===== src/rtl/rom_arb_pkg.sv =====
// Shared constants for the ROM arbiter: parameter defaults, data width and FSM encoding.
package rom_arb_pkg;

   localparam int unsigned NPORT_DEF = 3;
   localparam int unsigned AW_DEF    = 24;
   localparam int unsigned TMO_DEF   = 255;
   localparam int unsigned DW        = 16;

   localparam logic [1:0] S_IDLE  = 2'd0;
   localparam logic [1:0] S_ISSUE = 2'd1;
   localparam logic [1:0] S_WAIT  = 2'd2;
   localparam logic [1:0] S_DONE  = 2'd3;

endpackage


===== src/rtl/rr_pick.sv =====
// Round-robin selector: first pending port after the last grant, wrapping around.
module rr_pick
   import rom_arb_pkg::*;
#(
   parameter int unsigned NPORT = NPORT_DEF,
   parameter int unsigned GW    = (NPORT > 1) ? $clog2(NPORT) : 1
) (
   input  logic [NPORT-1:0] i_pend,
   input  logic [GW-1:0]    i_last,
   output logic [GW-1:0]    o_pick
);

   // Walk offsets from farthest to nearest so the nearest pending port wins.
   always_comb begin
      o_pick = i_last;
      for (int i = int'(NPORT); i >= 1; i--) begin
         if (i_pend[GW'((int'(i_last) + i) % int'(NPORT))]) begin
            o_pick = GW'((int'(i_last) + i) % int'(NPORT));
         end
      end
   end

endmodule


===== src/rtl/rom_arbiter.sv =====
// Multi-port ROM read arbiter in front of an SDRAM controller: edge/address-change
// request detection, round-robin grant, single outstanding access with timeout.
module rom_arbiter
   import rom_arb_pkg::*;
#(
   parameter int unsigned NPORT = NPORT_DEF,
   parameter int unsigned AW    = AW_DEF,
   parameter int unsigned TMO   = TMO_DEF
) (
   input  logic                clk,
   input  logic                reset,
   input  logic [NPORT-1:0]    port_req,
   input  logic [NPORT*AW-1:0] port_addr,
   output logic [NPORT-1:0]    port_valid,
   output logic [DW-1:0]       port_data,
   output logic [NPORT-1:0]    port_err,
   output logic                sdram_req,
   output logic [AW-1:0]       sdram_addr,
   input  logic                sdram_ack,
   input  logic [DW-1:0]       sdram_data
);

   localparam int unsigned GW = (NPORT > 1) ? $clog2(NPORT) : 1;
   localparam int unsigned CW = $clog2(TMO + 1);

   logic [1:0]       r_state;
   logic [NPORT-1:0] r_req_q;
   logic [NPORT-1:0] r_pending;
   logic [AW-1:0]    r_last_addr [NPORT];
   logic [GW-1:0]    r_grant;
   logic [CW-1:0]    r_tmo;
   logic             r_drop;
   logic             r_stale;

   logic [AW-1:0]    w_addr [NPORT];
   logic [NPORT-1:0] w_detect;
   logic [GW-1:0]    w_pick;
   logic [1:0]       w_state_n;
   logic [GW-1:0]    w_grant_n;
   logic [NPORT-1:0] w_pending_n;
   logic [CW-1:0]    w_tmo_n;
   logic             w_drop_n;
   logic             w_stale_n;
   logic             w_sreq_n;
   logic [AW-1:0]    w_saddr_n;
   logic [DW-1:0]    w_data_n;
   logic [NPORT-1:0] w_valid_n;
   logic [NPORT-1:0] w_err_n;
   logic             w_last_wr;

   always_comb begin
      for (int p = 0; p < int'(NPORT); p++) begin
         w_addr[p] = port_addr[p*AW +: AW];
      end
   end

   // A request is new on a rising req, or on an address that differs from the one last issued.
   always_comb begin
      w_detect = '0;
      for (int p = 0; p < int'(NPORT); p++) begin
         w_detect[p] = port_req[p] && (!r_req_q[p] || (w_addr[p] != r_last_addr[p]));
      end
   end

   rr_pick #(
      .NPORT (NPORT),
      .GW    (GW)
   ) u_rr_pick (
      .i_pend (r_pending),
      .i_last (r_grant),
      .o_pick (w_pick)
   );

   // A re-request seen during WAIT/DONE marks the in-flight data stale and keeps the port pending.
   always_comb begin
      w_state_n   = r_state;
      w_grant_n   = r_grant;
      w_pending_n = r_pending | w_detect;
      w_tmo_n     = r_tmo;
      w_drop_n    = r_drop;
      w_stale_n   = r_stale;
      w_sreq_n    = sdram_req;
      w_saddr_n   = sdram_addr;
      w_data_n    = port_data;
      w_valid_n   = '0;
      w_err_n     = '0;
      w_last_wr   = 1'b0;
      case (r_state)
         S_IDLE: begin
            if (|r_pending) begin
               w_grant_n = w_pick;
               w_state_n = S_ISSUE;
            end
         end
         S_ISSUE: begin
            w_saddr_n = w_addr[r_grant];
            w_sreq_n  = 1'b1;
            w_tmo_n   = '0;
            w_drop_n  = 1'b0;
            w_stale_n = 1'b0;
            w_last_wr = 1'b1;
            w_state_n = S_WAIT;
         end
         S_WAIT: begin
            if (!port_req[r_grant]) w_drop_n = 1'b1;
            if (w_detect[r_grant]) w_stale_n = 1'b1;
            if (sdram_ack) begin
               w_data_n  = sdram_data;
               w_sreq_n  = 1'b0;
               w_state_n = S_DONE;
            end else if (r_tmo == CW'(TMO - 1)) begin
               w_sreq_n          = 1'b0;
               w_err_n[r_grant]  = 1'b1;
               if (!(r_stale || w_detect[r_grant])) w_pending_n[r_grant] = 1'b0;
               w_state_n         = S_IDLE;
            end else begin
               w_tmo_n = r_tmo + CW'(1);
            end
         end
         S_DONE: begin
            if (!(r_stale || w_detect[r_grant])) begin
               w_pending_n[r_grant] = 1'b0;
               if (!r_drop && port_req[r_grant]) w_valid_n[r_grant] = 1'b1;
            end
            w_state_n = S_IDLE;
         end
         default: w_state_n = S_IDLE;
      endcase
   end

   always_ff @(posedge clk) begin
      if (!reset) begin
         r_state    <= S_IDLE;
         r_req_q    <= '0;
         r_pending  <= '0;
         r_grant    <= GW'(NPORT - 1);
         r_tmo      <= '0;
         r_drop     <= 1'b0;
         r_stale    <= 1'b0;
         sdram_req  <= 1'b0;
         sdram_addr <= '0;
         port_data  <= '0;
         port_valid <= '0;
         port_err   <= '0;
         for (int p = 0; p < int'(NPORT); p++) begin
            r_last_addr[p] <= '0;
         end
      end else begin
         r_state    <= w_state_n;
         r_req_q    <= port_req;
         r_pending  <= w_pending_n;
         r_grant    <= w_grant_n;
         r_tmo      <= w_tmo_n;
         r_drop     <= w_drop_n;
         r_stale    <= w_stale_n;
         sdram_req  <= w_sreq_n;
         sdram_addr <= w_saddr_n;
         port_data  <= w_data_n;
         port_valid <= w_valid_n;
         port_err   <= w_err_n;
         if (w_last_wr) r_last_addr[r_grant] <= w_addr[r_grant];
      end
   end

endmodule


===== config.mk =====
export PLATFORM = sky130hd
export DESIGN_NAME = rom_arbiter
export DESIGN_NICKNAME = d
export VERILOG_FILES = /design/src/rtl/rom_arb_pkg.sv /design/src/rtl/rr_pick.sv /design/src/rtl/rom_arbiter.sv
export SDC_FILE = /design/constraint.sdc
export NUM_CORES = 1
export LEC_CHECK = 0
export BUFFER_PORTS_ARGS = -buffer_cell sky130_fd_sc_hd__buf_4
export CAP_MARGIN = 10
export CORE_ASPECT_RATIO = 2
export CORE_UTILIZATION = 40
export DETAILED_ROUTE_END_ITERATION = 12
export PLACE_DENSITY = 0.68
export SETUP_SLACK_MARGIN = 0.15
export SLEW_MARGIN = 20
export SYNTH_ARGS = -nofsm -noshare
export SYNTH_HDL_FRONTEND = slang
export SYNTH_SLANG_ARGS = --single-unit

===== constraint.sdc =====
create_clock -name clk -period 3.2 [get_ports clk]
set_input_delay 0.64 -clock clk [delete_from_list [all_inputs] [get_ports clk]]
set_output_delay 0.64 -clock clk [all_outputs]
set_load 0.005 [all_outputs]

Word level (Yosys, flattened, before mapping)
Memory sizes are Yosys's and may differ from the RTL's. Index checks and enable logic that the tools add are counted.

Logic and storage cells: 122. Input bits: 94. Flip-flop bits (word level): 67. Memories kept: 1. Output and inout bits: 47. RAM bits: 72.

Div/mod/pow operators: 3. Mux-type cells: 47. Equality and inequality tests: 13. $lt $le $gt $ge: 6. Bitwise logic cells: 9. Reductions and logical operators: 27. Add/subtract/negate cells: 4.

Memory list: r_last_addr (words 3, width 24, rd ports 3, clocked after memory_dff 0, wr ports 3, line rom_arbiter.sv:29) `logic [AW-1:0] r_last_addr [NPORT];`.

Operators by type and width (count): 32-bit by 3-bit remainder unit with 32-bit output (second input constant) (3); 24-bit 2-to-1 mux (3); 24-bit != test (3); 24-bit binary-select mux with 2-bit select (1); 24-bit OR reduction (1); 1-bit 2-to-1 mux (19); 8-bit 2-to-1 mux (2); 8-bit case mux with 2 select lines (1); 2-bit 2-to-1 mux (7); 2-bit by 4-bit < comparator with 1-bit output (second input constant) (3); 1-bit binary-select mux with 2-bit select (5); 2-bit != test (second input constant) (5); 2-bit AND reduction (5); 3-bit 2-to-1 mux (3); 8-bit by 1-bit adder with 8-bit output (second input constant) (1); 8-bit equality test (second input constant) (1); 2-bit case mux with 4 select lines (1); 4-bit OR reduction (2); 2-bit by 2-bit adder with 3-bit output (second input constant) (2); 1-bit case mux with 2 select lines (3); 3-bit case mux with 2 select lines (1); 3-bit AND reduction (2); 1-bit logical AND (5); 1-bit inverter (5); other kinds (18) (25).

Logic depth before layout (Yosys ltp)
Gate-level depths: netlist of run 1. An unclocked memory read counts as a cell.

Word-level depth: 11. Gate-level depth with buffers: 9. Mapped depth without buffers: 8.

By module
Synthesis of run 1 repeated with hierarchy kept, for this count alone.

Cell total of the unflattened synthesis: 656. Area total of the unflattened synthesis: 6598.8 um2.

By module, submodules not included: rom_arbiter (cells an instance 629, area each 6428.7 um2, times used 1, sequential area each 3503.4 um2); rr_pick (cells an instance 27, area each 170.2 um2, times used 1, sequential area each 0.0 um2).

Worst setup path after synthesis of run 1
OpenSTA, ideal clock, no wires.

Kind: register to register. Start point: reg r_grant[1]. End point: mem r_last_addr[0][0] in the netlist's numbering (enable). Data required time: 2.775 ns. Data arrival time: 2.016 ns. Library setup time: 0.425 ns. Path buffers: 2. Stages on the path, launching flop included: 7. Period minus slack after synthesis: 2.442 ns. Setup slack: 0.758 ns. Cells stage by stage: dfxtp_1 clkbuf_1 inv_1 ha_1 nand3_1 clkbuf_1 nand2_1.

RTL lines: start: declaration (line rom_arbiter.sv:30) `logic [GW-1:0] r_grant;`; start signal: assignment (line rom_arbiter.sv:136) `r_grant <= GW'(NPORT - 1);`; start signal: assignment (line rom_arbiter.sv:152) `r_grant <= w_grant_n;`; end: declaration (line rom_arbiter.sv:29).

==> flow_metrics.tcl, run 1 <==
set metrics [dict create \
    timing.hold.ws_ns 0.447 \
    setup_violations 0 \
    insertion_delay_ns 0.42 \
    pre_cts_slack_ns 0.314 \
    multi_input_area_sq_um 2940 \
    fin_crit_ns 2.59 \
    tns_ns 0 \
    crit_chain "xor2_1 -> nor4_2 -> nand4_1 -> o41a_1 -> a2111oi_4 -> a31oi_1" \
    numPortBuffers 140 \
    final.setup_skew_ns 0.00929 \
    final_nets 892 \
    clkSinkCount 139 \
    final_antenna_net_count 0 \
    dpl-instance-area_sq_um 7890 \
    crit_type "flop to flop" \
    crit_fanout 7 \
    ir_drop_mv 0.361 \
    firstDrtPassIters 5 \
    power_density_nw_per_um2 651 \
    slew_viol_final 0 \
    final_util 0.523 \
    worstHoldEndpoint "r_req_q[2]" \
    cpLargestDelayFamily "compound AO/OA/AOI/OAI gates" \
    maxCapViolations 0 \
    vias_per_cell 5.28 \
    setup_slack_ns 0.613 \
    cts_tree "done" \
    route.met2.wl_microns 10500 \
    dp_cells 972 \
    die_y_microns 184 \
    num_io_pins 141 \
    area_growth_pct 28.6 \
    routabilityCongestion 0.816 \
    ys_ff_latch 139 \
    stdcell_area_sq_um 8470 \
    cp.required_ns 3.48 \
    cts_hold_buf 0 \
    outcome "finished clean" \
    dr_total_vias 5298 \
    worst_slew_pin_slew_ns 0.620 \
    end_kind "flop" \
    routed.top_layer "met4" \
    hp-start "port_req[2]" \
    drcViolationCount 0 \
    yosysUniqueCellTypes 44 \
    cts_max_level 4 \
    die_w_microns 92.8 \
    wire_per_inst_microns 18.5 \
    grt_pass1_wl_microns 28300 \
    wirelength_met1_microns 6290 \
    ys_seq_area_frac 0.532 \
    syn-mean-instance-area_sq_um 10.2 \
    rsz0062_at_grt "false" \
    synth_edf_count 72 \
    crit_slowest_cell "a2111oi_4" \
    r2r_start "r_last_addr[0][12]" \
    finalPower_mw 5.51 \
    cp-start-kind "flop" \
    antennaDiodeCount 0 \
    synth_area_sq_um 6590 \
    max-slew-margin-rel 0.583 \
    post-dp-hpwl_microns 13700 \
    yosys_warnings 0 \
    cpPeakStageDelay_ns 0.53 \
    wirelength_microns 18600 \
    postSynthCellCount 645 \
    p_leak_nw 3.60 \
    regArea_sq_um 3500 \
    grt_max_degree 41 \
    async_flop_share 0 \
    antenna_found_initial 0 \
    cp.arrival_ns 2.87 \
    syn-num-nets 750 \
    max_clock_freq_ghz 0.387 \
    r2r-end "r_pending[2]" \
    grt_overflow 0 \
    grt_use_total 0.226 \
    route.met3.wl_microns 994 \
    cts_buffers 17 \
    hold_depth 2 \
    die_area_sq_um 17000 \
    final.period_utilization 0.808 \
    fillers 1557 \
    start_util 0.407 \
    drive_above_1_share 0.245 \
    rrSetupSlack_ns 0.61 \
    clk_path_buf_depth 2 \
    ys_dominant_reg_cell "edfxtp_1" \
    row_count 66 \
    post_cts_buffers 0 \
    hp-class "input pin to flop" \
    core_area_sq_um 16200 \
    drt-initial-drc-count 275 \
    r2r.worst_path.cells 6 \
    final_cell_count_no_fill 1004 \
    clk_pin_slew_ns 0.06 \
    critPathBufInv 0 \
    grt_pass1_vias 5140 \
    cts.repair.resized 0 \
    root_buffer "clkbuf_16" \
    finalHoldViolCount 0 \
]
kinds of logic after synthesis:
logic type | share of synthesized area
adders and majority gates | 0.0224
DFF | 0.532
and+or+nand+nor | 0.166
xor gates and xnor gates | 0.0997
muxes | 0.0397
buffers and inverters | 0.0222
AOI/OAI and AO/OA | 0.118
registers in the layout, summed over array words and instances, names as in the netlist:
register     cells
sdram_req        1
r_drop           1
r_pending        3
r_req_q          3
sdram_addr      24
r_stale          1
port_err         3
r_tmo            8
r_last_addr     72
port_valid       3
r_grant          2
port_data       16
r_state          2
metal layers:
metal / global-route usage / up-vias
met5: 0 / -
met4: 0.118 / 0
met3: 0.0471 / 41
met2: 0.435 / 207
met1: 0.220 / 2520
li1: - / 2530
power breakdown:
part / leakage [nW] / switching (mW) / internal, mW / total [mW]
logic: 2.02 / 0.785 / 0.593 / 1.38
registers: 1.29 / 0.120 / 2.09 / 2.21
clock network: 0.287 / 0.799 / 1.13 / 1.93
total: 3.60 / 1.70 / 3.81 / 5.51
worst register-to-register path, stage by stage (launching register included):
cell       delay (ns)
edfxtp_1         0.38
xor2_1           0.18
nor4_2           0.51
nand4_1          0.19
o41a_1           0.51
a2111oi_4        0.53
a31oi_1          0.15
cell type report:
type                            instances  area share
Sequential cell                       139       0.414
Multi-Input combinational cell        467       0.348
Timing Repair Buffer                  154       0.136
Clock buffer                           18      0.0532
Tap cell                              204      0.0301
Clock inverter                         14      0.0155
Inverter                                8     0.00354
how the worst max path moves through the flow:
stage	start	endpoint	slack [ns]	depth (start not counted)
global placement	port_addr[6]	port_valid[2]	0.38	7
finish	r_last_addr[0][12]	r_pending[2]	0.61	6
floorplan	r_grant[1]	r_last_addr[0][0]	0.76	6
CTS	r_last_addr[0][6]	port_valid[0]	0.65	6
detailed placement	port_addr[6]	r_pending[2]	0.31	7
global route	r_last_addr[0][12]	r_pending[2]	0.50	6
cell usage in the layout, fill, tap and decap left out, types with 12 or more instances in the layout:
master,n
nand2_1,74
buf_4,154
o211a_1,24
clkbuf_16,18
dfxtp_1,66
nand4_1,14
a21oi_1,33
a21boi_0,20
o21ai_0,12
mux2i_1,25
xor2_1,17
nor2_1,109
edfxtp_1,72
xnor2_1,58
Yosys cell counts, types with 3 or more instances:
cell type  number  area share
ha_1           11       0.021
dfxtp_1        67        0.20
a31oi_1         4      0.0038
a21oi_1        33       0.025
edfxtp_1       72        0.33
inv_1           8      0.0046
and3_1          4      0.0038
nand4_1        14       0.013
mux2i_1        25       0.038
o211a_1        24       0.036
nor2b_1         6      0.0057
nor4_1          3      0.0028
nor4_2          4      0.0076
xnor2_1        58       0.077
a21boi_0       20       0.023
nor2_1        110       0.063
nor3_1          6      0.0046
buf_1           4      0.0023
clkbuf_1       27       0.015
nand2b_1        5      0.0047
nand3_1        10      0.0076
xor2_1         17       0.023
o21ai_0        12      0.0091
and2_1          7      0.0066
nand2_1        74       0.042
Power figures use the tool's default switching activity.
==> run 2: changes to the inputs <==
--- a/config.mk
+++ b/config.mk
@@ -10,7 +10,7 @@
 export CORE_ASPECT_RATIO = 2
 export CORE_UTILIZATION = 40
 export DETAILED_ROUTE_END_ITERATION = 12
-export PLACE_DENSITY = 0.68
+export PLACE_DENSITY = 0.7
 export SETUP_SLACK_MARGIN = 0.15
 export SLEW_MARGIN = 20
 export SYNTH_ARGS = -nofsm -noshare
==> constraint.sdc (replaced) <==
create_clock -name clk -period 2.3 [get_ports clk]
set_input_delay 0.46 -clock clk [delete_from_list [all_inputs] [get_ports clk]]
set_output_delay 0.46 -clock clk [all_outputs]
set_load 0.005 [all_outputs]
==> run 2 against run 1 <==
Net effect: clock skew grew 0.0059 ns; flip-flop and latch count is the same; critical path type unchanged; register-to-register slack lost 0.60 ns; maximum frequency grew 13%; via count shrank 1.0%; critical endpoint is now r_pending[0]; first-iteration DRC count shrank 38%; hold slack lost 0.19 ns; largest cell class unchanged; utilization grew 0.70 points; worst setup slack lost 0.60 ns.
==> flow_metrics.tcl, run 2 (synthesis results as in run 1) <==
set metrics [dict create \
    dp_cells 987 \
    max_clock_freq_ghz 0.437 \
    pre_cts_slack_ns -0.445 \
    cp-start-kind "flop" \
    finalHoldViolCount 0 \
    crit_slowest_cell "o41a_1" \
    layout_commonest_cell "buf_4" \
    core_area_sq_um 16200 \
    final_cell_count_no_fill 1021 \
    fin_crit_ns 2.29 \
    root_buffer "clkbuf_16" \
    top_regs "r_last_addr (72), sdram_addr (24), port_data (16)" \
    worst_slew_pin_slew_ns 0.856 \
    setup_slack_ns 0.0132 \
    dr_total_vias 5244 \
    timing.hold.ws_ns 0.261 \
    final.period_utilization 0.994 \
    stdcell_area_sq_um 8590 \
    grt_pass1_vias 5196 \
    p_leak_nw 3.66 \
    drcViolationCount 0 \
    crit_cells 8 \
    end_kind "flop" \
    cp.required_ns 2.61 \
    cp.arrival_ns 2.59 \
    start_util 0.407 \
    hp-start "port_req[2]" \
    critPathBufInv 2 \
    cpLargestDelayFamily "compound AO/OA/AOI/OAI gates" \
    crit_type "flop to flop" \
    post-dp-hpwl_microns 14100 \
    antenna_found_initial 1 \
    rrSetupSlack_ns 0.01 \
    grt_max_degree 49 \
    crit_start "r_last_addr[0][12]" \
    cts_max_level 4 \
    cts_buffers 17 \
    final_antenna_net_count 0 \
    hp-class "input pin to flop" \
    crit_fanout 7 \
    max-slew-margin-rel 0.427 \
    ir_drop_mv 0.583 \
    largest_reg_flops 72 \
    clk_pin_slew_ns 0.07 \
    cts_tree "done" \
    final_nets 908 \
    mostFrequentLayoutCells "buf_4 (169), nor2_1 (110), nand2_1 (72), edfxtp_1 (72), dfxtp_1 (67)" \
    die_w_microns 92.8 \
    maxCapViolations 0 \
    area_growth_pct 30.3 \
    r2r_start "r_last_addr[0][12]" \
    wire_per_inst_microns 18.0 \
    vias_per_cell 5.14 \
    crit_end "r_pending[0]" \
    clk_path_buf_depth 2 \
    power_density_nw_per_um2 884 \
    die_y_microns 184 \
    routabilityCongestion 0.877 \
    cpPeakStageDelay_ns 0.39 \
    clkSinkCount 139 \
    crit_top_cell "buf_4" \
    drt-initial-drc-count 170 \
    regMostFlops "r_last_addr" \
    grt_pass1_wl_microns 27900 \
    die_area_sq_um 17000 \
    numPortBuffers 140 \
    r2r.worst_path.cells 8 \
    finalPower_mw 7.59 \
    grt_use_total 0.224 \
    r2r-end "r_pending[0]" \
    drive_above_1_share 0.261 \
    firstDrtPassIters 5 \
    outcome "finished clean" \
    rsz0062_at_grt "true" \
    insertion_delay_ns 0.43 \
    final.setup_skew_ns 0.0152 \
    num_io_pins 141 \
    crit_chain "xor2_1 -> nor4_4 -> buf_4 -> nand4_1 -> o41a_1 -> a2111oi_4 -> buf_4 -> a31oi_1" \
    wirelength_microns 18400 \
    slew_viol_final 0 \
    grt_overflow 0 \
    row_count 66 \
    setup_violations 0 \
    dpl-instance-area_sq_um 8000 \
]
[run 2: timing repair]
item                       CTS  global route
buffers inserted             1             0
hold buffers                 0             0
resized for setup            2             3
pin swaps                    7             1
cloned                       0             0
setup endpoints to repair    7            11
[run 2: layout make-up]
type,instances,area (sq um)
Clock inverter,14,110
Clock buffer,18,429
Tap cell,204,255
Timing Repair Buffer,170,1280
Sequential cell,139,3500
Antenna cell,1,2.50
Fill cell,1522,7600
Inverter,8,30.0
Multi-Input combinational cell,467,2980
[run 2: power breakdown]
part	switching (mW)	leakage [nW]	internal [mW]
Clock	1.15	0.261	1.40
Combinational	1.12	2.10	0.869
Sequential	0.147	1.29	2.91
Total	2.41	3.66	5.17
[run 2: how the worst min path moves through the flow]
| stage | end | slack [ns] | cells after the start |
|---|---|---|---|
| after detailed placement | port_data[12] | 0.46 | 2 |
| after global routing | r_req_q[2] | 0.25 | 2 |
| after floorplan | r_drop | 0.45 | 2 |
| after CTS | r_req_q[2] | 0.25 | 2 |
| after global placement | port_data[4] | 0.45 | 2 |
| final | r_req_q[2] | 0.26 | 2 |
[run 2: per-stage QoR]
step	TNS [ns]	util
final	0	0.530
after global routing	-0.137	0.530
after CTS	0	0.529
after detailed placement	-3.02	0.495
after global placement	-2.96	0.495
after floorplan	0	-
[run 2: layer usage]
layer	up-vias	wire length, microns	GRT usage
li1	2560	-	-
met1	2461	6340	0.218
met2	182	10500	0.432
met3	41	835	0.0426
met4	0	680	0.118
met5	-	0	0
==> run 3: changes to the inputs <==
--- a/config.mk
+++ b/config.mk
@@ -10,7 +10,7 @@
 export CORE_ASPECT_RATIO = 2
 export CORE_UTILIZATION = 40
 export DETAILED_ROUTE_END_ITERATION = 12
-export PLACE_DENSITY = 0.7
+export PLACE_DENSITY = 0.68
 export SETUP_SLACK_MARGIN = 0.15
 export SLEW_MARGIN = 20
 export SYNTH_ARGS = -nofsm -noshare
==> constraint.sdc (replaced) <==
create_clock -name clk -period 2.49 [get_ports clk]
set_input_delay 0.498 -clock clk [delete_from_list [all_inputs] [get_ports clk]]
set_output_delay 0.498 -clock clk [all_outputs]
set_load 0.005 [all_outputs]
==> run 3 against run 2 <==
Net effect: die area unchanged; largest power group unchanged; final area is 0.73% lower; final cell count down 1.1%; maximum frequency shrank 0.62%; clock power is essentially flat; total power fell by 5.6%; combinational power shrank 10%; critical path type unchanged; non-clock buffer count is 10 lower; worst setup slack improved by 0.18 ns; sequential share of layout area rose by 0.31 points; largest cell class unchanged.
==> flow_metrics.tcl, run 3 (synthesis results as in run 1) <==
set metrics [dict create \
    outcome "finished clean" \
    die_w_microns 92.8 \
    drive_above_1_share 0.248 \
    clk_pin_slew_ns 0.07 \
    cp-start-kind "flop" \
    max-slew-margin-rel 0.331 \
    worst_slew_pin_slew_ns 1.00 \
    crit_type "flop to flop" \
    final_util 0.527 \
    clkSinkCount 139 \
    multi_input_area_sq_um 2940 \
    r2r_start "r_last_addr[2][1]" \
    rsz0062_at_grt "true" \
    dr_total_vias 5194 \
    cpPeakStageDelay_ns 0.46 \
    rrSetupSlack_ns 0.19 \
    drcViolationCount 0 \
    fin_crit_ns 2.30 \
    mostFrequentLayoutCells "buf_4 (160), nor2_1 (109), nand2_1 (74)" \
    regMostFlops "r_last_addr" \
    cts_buffers 17 \
    final_cell_count_no_fill 1010 \
    ir_drop_mv 0.538 \
    firstDrtPassIters 4 \
    r2r.worst_path.cells 6 \
    vias_per_cell 5.14 \
    end_kind "flop" \
    antennaDiodeCount 0 \
    wirelength_microns 18500 \
    cp.required_ns 2.79 \
    final_nets 898 \
    crit_fanout 7 \
    layout_commonest_cell "buf_4" \
    antenna_found_initial 0 \
    regArea_sq_um 3500 \
    num_io_pins 141 \
    post_cts_buffers 0 \
    wire_per_inst_microns 18.4 \
    post-dp-hpwl_microns 13800 \
    hp-class "input pin to flop" \
    grt_pass1_vias 5222 \
    cp.arrival_ns 2.60 \
    largest_reg_flops 72 \
    grt_max_degree 47 \
    numPortBuffers 140 \
    core_area_sq_um 16200 \
    r2r-end "r_pending[2]" \
    drt-initial-drc-count 229 \
    final_antenna_net_count 0 \
    final.setup_skew_ns 0.00883 \
    grt_pass1_wl_microns 28200 \
    insertion_delay_ns 0.42 \
    top_regs "r_last_addr (72), sdram_addr (24), port_data (16)" \
    power_density_nw_per_um2 841 \
    max_clock_freq_ghz 0.435 \
    crit_start "r_last_addr[2][1]" \
    routabilityCongestion 0.853 \
    grt_use_total 0.226 \
    crit_slowest_cell "a2111oi_4" \
    slew_viol_final 0 \
    clk_path_buf_depth 2 \
    grt_overflow 0 \
    fillers 1502 \
    start_util 0.407 \
    maxCapViolations 0 \
    p_leak_nw 3.63 \
    die_area_sq_um 17000 \
    die_y_microns 184 \
    cts_tree "done" \
    dp_cells 978 \
    row_count 66 \
    finalHoldViolCount 0 \
    area_growth_pct 29.4 \
    cts_hold_buf 0 \
    final.period_utilization 0.924 \
    crit_chain "xnor2_1 -> nand4_1 -> nor4_1 -> a211oi_1 -> a2111oi_4 -> a31oi_1" \
    setup_violations 0 \
    root_buffer "clkbuf_16" \
    crit_end "r_pending[2]" \
    cts_max_level 4 \
]
==> run 3: cell types whose count changed in the layout (fill, tap and decap cells not counted), sizes merged <==
cell,delta
clkbuf,-1
diode,-1
buf,-10
bufinv,+2
inv,-4
clkinv,+4
clkinvlp,-1
==> run 3: power breakdown <==
part / switching (mW) / internal, mW / total (mW)
registers: 0.142 / 2.69 / 2.83
logic: 1.02 / 0.774 / 1.79
clock network: 1.05 / 1.49 / 2.54
total: 2.22 / 4.95 / 7.17
==> run 3: how the worst min path moves through the flow <==
stage / slack (ns) / start / depth (start not counted) / to
final: 0.30 / port_req[2] / 2 / r_req_q[2]
after CTS: 0.29 / port_req[2] / 2 / r_req_q[2]
after floorplan: 0.45 / r_drop / 2 / r_drop
after global routing: 0.28 / port_req[2] / 2 / r_req_q[2]
after global placement: 0.45 / port_data[8] / 2 / port_data[8]
after detailed placement: 0.46 / port_data[7] / 2 / port_data[7]
==> run 3: layout make-up <==
cell class | instances | share of cell area
Clock buffer | 17 | 0.0499
Clock inverter | 15 | 0.0191
Inverter | 8 | 0.00352
Multi-Input combinational cell | 467 | 0.345
Sequential cell | 139 | 0.411
Tap cell | 204 | 0.0299
Timing Repair Buffer | 160 | 0.141
==> run 3: per-layer routing <==
layer / part of all wire / routed length, microns / GRT usage / vias up
li1: - / - / - / 2546
met1: 0.35 / 6490 / 0.222 / 2411
met2: 0.55 / 10300 / 0.433 / 194
met3: 0.051 / 952 / 0.0430 / 43
met4: 0.044 / 816 / 0.122 / 0
met5: 0 / 0 / 0 / -
==> run 3: critical path, delay by kind of cell, from the launching register on <==
family,cells,cell delay [ns]
flops,1,0.40
simple gates,2,0.61
xor+xnor,1,0.37
compound gates,3,0.79
==> run 3: stage by stage <==
stage                     setup slack, ns  total power [mW]  TNS (ns)  cell area (sq um)  hold slack (ns)
after floorplan                    0.0484              3.94         0               6590            0.451
after global routing                0.149              7.49         0               8520            0.282
after detailed placement          -0.0826              4.67    -0.481               7940            0.458
after global placement            -0.0775              4.65    -0.482               7940            0.451
final                               0.189              7.17         0               8520            0.299
after CTS                           0.162              7.20         0               8520            0.285
==> run 3: timing repair <==
item | in CTS | in global routing
pin swaps | 1 | 10
resized for setup | 0 | 0
setup endpoints to repair | 6 | 6
